$ cat src/rtl/mem_port_arbiter_rr4.sv
// mem_port_arbiter_rr4
// Four-requester round-robin arbiter for the shared data-memory/bus port.
// One requester owns the port at a time. Ownership ends on the owner's
// done, when the owner drops its request, or when the hold limit expires.
// Every grant is followed by exactly one idle cycle, which gives the bus
// time to turn around.
//
// Parameters:
//   MAX_HOLD   maximum consecutive grant cycles per ownership (0 = no limit)
// Ports:
//   clk_i      rising-edge clock
//   rst_i      synchronous active-high reset
//   req_i      per-requester request, held high until served
//   done_i     per-requester release; only the current owner's bit is used
//   gnt_en_o   registered grant-active flag (decoder EN)
//   gnt_idx_o  registered owner index (decoder S); holds its value when idle
//   gnt_o      registered one-hot grant vector
//   timeout_o  registered one-cycle pulse when a grant is cut by MAX_HOLD
module mem_port_arbiter_rr4 #(
  parameter int unsigned MAX_HOLD = 8
) (
  input  logic       clk_i,
  input  logic       rst_i,
  input  logic [3:0] req_i,
  input  logic [3:0] done_i,
  output logic       gnt_en_o,
  output logic [1:0] gnt_idx_o,
  output logic [3:0] gnt_o,
  output logic       timeout_o
);

  typedef enum logic {
    IDLE,
    GRANT
  } state_e;

  // The hold counter starts at 0 on the grant edge, so the grant has been
  // visible for MAX_HOLD cycles when the counter reaches MAX_HOLD-1.
  localparam bit         HOLD_LIMITED = (MAX_HOLD != 0);
  localparam logic [7:0] HOLD_LAST    = (MAX_HOLD == 0) ? 8'd0 : 8'(MAX_HOLD - 1);

  state_e     state_q, state_d;
  logic [1:0] ptr_q, ptr_d;
  logic [7:0] cnt_q, cnt_d;
  logic       gnt_en_q, gnt_en_d;
  logic [1:0] gnt_idx_q, gnt_idx_d;
  logic [3:0] gnt_q, gnt_d;
  logic       timeout_q, timeout_d;

  logic [1:0] winner;
  logic [1:0] cand;
  logic       found;
  logic       rel_done;
  logic       rel_drop;
  logic       expired;

  // Rotating-priority search: start at ptr and walk upward mod 4, keeping
  // the first requester seen. The 2-bit add wraps 3 -> 0 for free.
  always_comb begin
    winner = ptr_q;
    cand   = ptr_q;
    found  = 1'b0;
    for (int k = 0; k < 4; k++) begin
      cand = ptr_q + 2'(k);
      if (!found && req_i[cand]) begin
        winner = cand;
        found  = 1'b1;
      end
    end
  end

  // Release conditions for the current owner. Foreign done bits never reach
  // this logic because only the owner's bit is selected.
  always_comb begin
    rel_done = done_i[gnt_idx_q];
    rel_drop = !req_i[gnt_idx_q];
    expired  = HOLD_LIMITED && (cnt_q == HOLD_LAST);
  end

  // Next-state and output logic. Outputs hold their value unless a grant
  // starts or ends; timeout is a pulse, so it defaults low every cycle.
  always_comb begin
    state_d   = state_q;
    ptr_d     = ptr_q;
    cnt_d     = cnt_q;
    gnt_en_d  = gnt_en_q;
    gnt_idx_d = gnt_idx_q;
    gnt_d     = gnt_q;
    timeout_d = 1'b0;
    unique case (state_q)
      IDLE: begin
        if (req_i != 4'b0000) begin
          state_d   = GRANT;
          gnt_idx_d = winner;
          gnt_en_d  = 1'b1;
          gnt_d     = 4'b0001 << winner;
          cnt_d     = 8'd0;
          ptr_d     = winner + 2'd1;
        end
      end
      GRANT: begin
        if (rel_done || rel_drop || expired) begin
          state_d   = IDLE;
          gnt_en_d  = 1'b0;
          gnt_d     = 4'b0000;
          timeout_d = expired && !rel_done && !rel_drop;
        end else if (cnt_q != 8'hFF) begin
          cnt_d = cnt_q + 8'd1;
        end
      end
      default: begin
        state_d = IDLE;
      end
    endcase
  end

  // State register with synchronous reset; reset mid-grant simply drops
  // the grant and never raises timeout.
  always_ff @(posedge clk_i) begin
    if (rst_i) begin
      state_q   <= IDLE;
      ptr_q     <= 2'd0;
      cnt_q     <= 8'd0;
      gnt_en_q  <= 1'b0;
      gnt_idx_q <= 2'd0;
      gnt_q     <= 4'b0000;
      timeout_q <= 1'b0;
    end else begin
      state_q   <= state_d;
      ptr_q     <= ptr_d;
      cnt_q     <= cnt_d;
      gnt_en_q  <= gnt_en_d;
      gnt_idx_q <= gnt_idx_d;
      gnt_q     <= gnt_d;
      timeout_q <= timeout_d;
    end
  end

  assign gnt_en_o  = gnt_en_q;
  assign gnt_idx_o = gnt_idx_q;
  assign gnt_o     = gnt_q;
  assign timeout_o = timeout_q;

endmodule

$ cat config.mk
export PLATFORM = sky130hd
export DESIGN_NAME = mem_port_arbiter_rr4
export DESIGN_NICKNAME = d
export VERILOG_FILES = /design/src/rtl/mem_port_arbiter_rr4.sv
export SDC_FILE = /design/constraint.sdc
export NUM_CORES = 1
export LEC_CHECK = 0
export ABC_AREA = 1
export CORE_ASPECT_RATIO = 1.5
export CORE_MARGIN = 10
export CORE_UTILIZATION = 59
export CTS_BUF_LIST = sky130_fd_sc_hd__clkbuf_8
export CTS_CLUSTER_DIAMETER = 40
export DETAILED_ROUTE_END_ITERATION = 8
export GPL_TIMING_DRIVEN = 0
export PLACE_DENSITY = 0.86
export SYNTH_ARGS = -nofsm -noshare
export SYNTH_HDL_FRONTEND = slang
export SYNTH_SLANG_ARGS = --single-unit
$ cat constraint.sdc
create_clock -name clk_i -period 4.69 [get_ports clk_i]
set_input_delay 1.407 -clock clk_i [delete_from_list [all_inputs] [get_ports clk_i]]
set_output_delay 1.407 -clock clk_i [all_outputs]
set_load 0.02 [all_outputs]
==> flow_metrics.env <==
export IMPL_antenna_found_initial=0
export IMPL_cts_hold_fix_buffers=0
export IMPL_area_growth_pct=20.2
export IMPL_final_hold_viol_count=0
export IMPL_finalSetupViolCount=0
export IMPL_syn_area_um2=1190
export IMPL_worstSetupEndpointType="flip-flop"
export IMPL_drc=0
export IMPL_cts_sinks=19
export IMPL_portBuffers=17
export IMPL_syn_inst=194
export IMPL_cts_resized=0
export IMPL_layout_min_cycle_time_ns=2.96
export IMPL_crit_arrival_ns=3.12
export IMPL_gp_congestion=0.874
export IMPL_drive_gt1_share_pct=12.6
export IMPL_yosysSeqAreaShare_pct=31.9
export IMPL_clock_fmax_ghz=0.338
export IMPL_yosysWarnings=0
export IMPL_crit_path_cell_trace="clkdlybuf4s50_1, inv_1, nand4_1, nand2_1, inv_1, nor2_1, inv_1, a211oi_1"
export IMPL_clk_pin_slew_ns=0.07
export IMPL_mostFrequentLayoutCells="nand2_1 (65), inv_1 (26), dfxtp_1 (19)"
export IMPL_final_fill_count=162
export IMPL_timing_worst_setup_path_type="in2reg"
export IMPL_clk_path_buf_depth=2
export IMPL_synth_avg_cell_area_um2=6.15
export IMPL_powerDensity_nw_per_um2=543
export IMPL_wire_per_inst_um=12.7
export IMPL_p_leak_uw=0.000693
export IMPL_p_total_uw=780
export IMPL_ys_seq_elements=19
export IMPL_crit_path_frequent_cell="inv_1"
export IMPL_ant_nets=0
export IMPL_crit_path_max_incr_delay_ns=0.47
export IMPL_initial_core_util_pct=63.6
export IMPL_ys_types=26
export IMPL_start_kind="input pin"
export IMPL_slowest_stage="clkdlybuf4s50_1"
export IMPL_hpwl_um=2440
export IMPL_grt_first_pass_wirelength_um=5210
export IMPL_syn_nets=205
export IMPL_fin_nets=227
export IMPL_dieArea_um2=4260
export IMPL_status="finished, final reports clean"
export IMPL_skew_ns=0.00116
export IMPL_tns_ns=0
export IMPL_wirelength_um=3000
export IMPL_multi_input_area_um2=689
export IMPL_rsz0062_at_grt="no"
export IMPL_worst_pin_slew_ns=0.486
export IMPL_vias_per_cell=5.50
export IMPL_core_um2=1880
export IMPL_dr_pass1_iters=4
export IMPL_row_count=19
export IMPL_die_h_um=75.1
export IMPL_pin_count=18
export IMPL_die_x_um=56.7
export IMPL_period_share_pct=63.0
export IMPL_grt_pass1_vias=1318
export IMPL_ir_drop_uv=417
export IMPL_grt_overflow=0
export IMPL_slew_violations=0
export IMPL_seq_area_um2=380
export IMPL_final_common_cell="nand2_1"
export IMPL_min_delay_path_class="reg2reg"
export IMPL_n_antenna_cell=0
export IMPL_timing_final_ws_setup_ns=1.73
export IMPL_dp_slack_ns=1.47
export IMPL_crit_fanout=7
export IMPL_maxSlewHeadroom_pct=67.6
export IMPL_required_ns=4.85
export IMPL_cts_tree="built"
export IMPL_cts_root_buf="clkbuf_8"
export IMPL_htree_num_levels=1
export IMPL_vias=1297
export IMPL_gr_usage_all_layers_pct=14.7
export IMPL_cts_setup_buffers=0
export IMPL_cts_buffers_inserted=3
export IMPL_clock_latency_ns=0.25
export IMPL_post_route_util_pct=76.4
export IMPL_drtIter0Drc=50
export IMPL_grt_max_degree=11
export IMPL_maxCapViolCount=0
[flip-flops by register name, indices dropped and copies added, names as in the netlist]
register	cells
ptr_q	2
gnt_idx_o	2
gnt_en_o	1
gnt_o	4
timeout_o	1
state_q	1
cnt_q	8
[worst paths after layout]
path	startpoint	endpoint	slack (ns)	depth (start not counted)
max	req_i[0]	cnt_q[2]$_SDFFE_PP0P_	1.73	8
min reg2reg	gnt_o[1]$_SDFFE_PP0P_	gnt_o[1]$_SDFFE_PP0P_	0.47	2
min	gnt_o[1]$_SDFFE_PP0P_	gnt_o[1]$_SDFFE_PP0P_	0.47	2
max reg2reg	cnt_q[0]$_SDFFE_PP0P_	cnt_q[4]$_SDFFE_PP0P_	2.87	11
[critical path, delay by kind of cell]
kind,cells,cell delay [ns]
compound gates,1,0.24
simple gates,3,0.59
buf+inv,4,0.88
[logic make-up (layout without fill, tap and decap cells)]
family / Yosys count / count (layout) / share of synthesized area, %
buf+inv: 31 / 52 / 10.4
fa+ha+maj: 1 / 1 / 1.05
flops: 19 / 19 / 31.9
simple gates: 121 / 121 / 46.2
compound gates: 21 / 21 / 9.75
xor+xnor: 1 / 1 / 0.734
[report_power, final]
group / internal, µW / total, µW / switching [µW]
registers: 195 / 223 / 28.0
clock network: 58.1 / 110 / 51.6
logic: 159 / 447 / 288
total: 412 / 780 / 367
[per-layer routing]
layer	global-route usage [%]	up-vias	share of wire, %
li1	-	655	-
met1	13.4	575	38
met2	29.3	46	55
met3	2.02	21	4.1
met4	9.65	0	3.5
met5	0	-	0
[per-stage QoR]
step           area, µm²  hold WS, ns  instances
2_1_floorplan       1190        0.450        194
3_3_place_gp        1390        0.456        232
3_5_place_dp        1390        0.461        232
4_1_cts             1440        0.471        236
5_1_grt             1440        0.502        236
6_report            1440        0.466        236
[cell type report]
type	count	area share [%]
Timing Repair Buffer	17	11.9
Clock inverter	1	0.262
Tap cell	21	1.83
Clock buffer	3	2.88
Buffer	2	1.05
Sequential cell	19	26.5
Inverter	29	7.58
Multi-Input combinational cell	144	48.0
[cell usage after synthesis]
cell	number	share of area, %
clkbuf_1	1	0.31
o21ai_1	1	0.42
o211ai_1	1	0.63
nand3_1	17	7.1
dfxtp_1	19	32
a21oi_1	11	4.6
or2_2	1	0.52
inv_1	25	7.9
nor4_1	2	1.0
a21oi_2	1	0.73
nand3b_1	2	1.3
nand2_2	14	7.3
nand4_1	2	1.0
nand2_4	1	0.94
buf_6	1	0.94
nor3_1	3	1.3
nor2_1	12	3.8
nor2_4	1	0.94
inv_2	4	1.3
ha_1	1	1.0
o21ai_0	5	2.1
a211oi_1	1	0.63
nor2_2	1	0.52
o21a_1	1	0.63
xnor2_1	1	0.73
nand2_1	65	20
No activity file was read; power rests on OpenSTA's default activity.
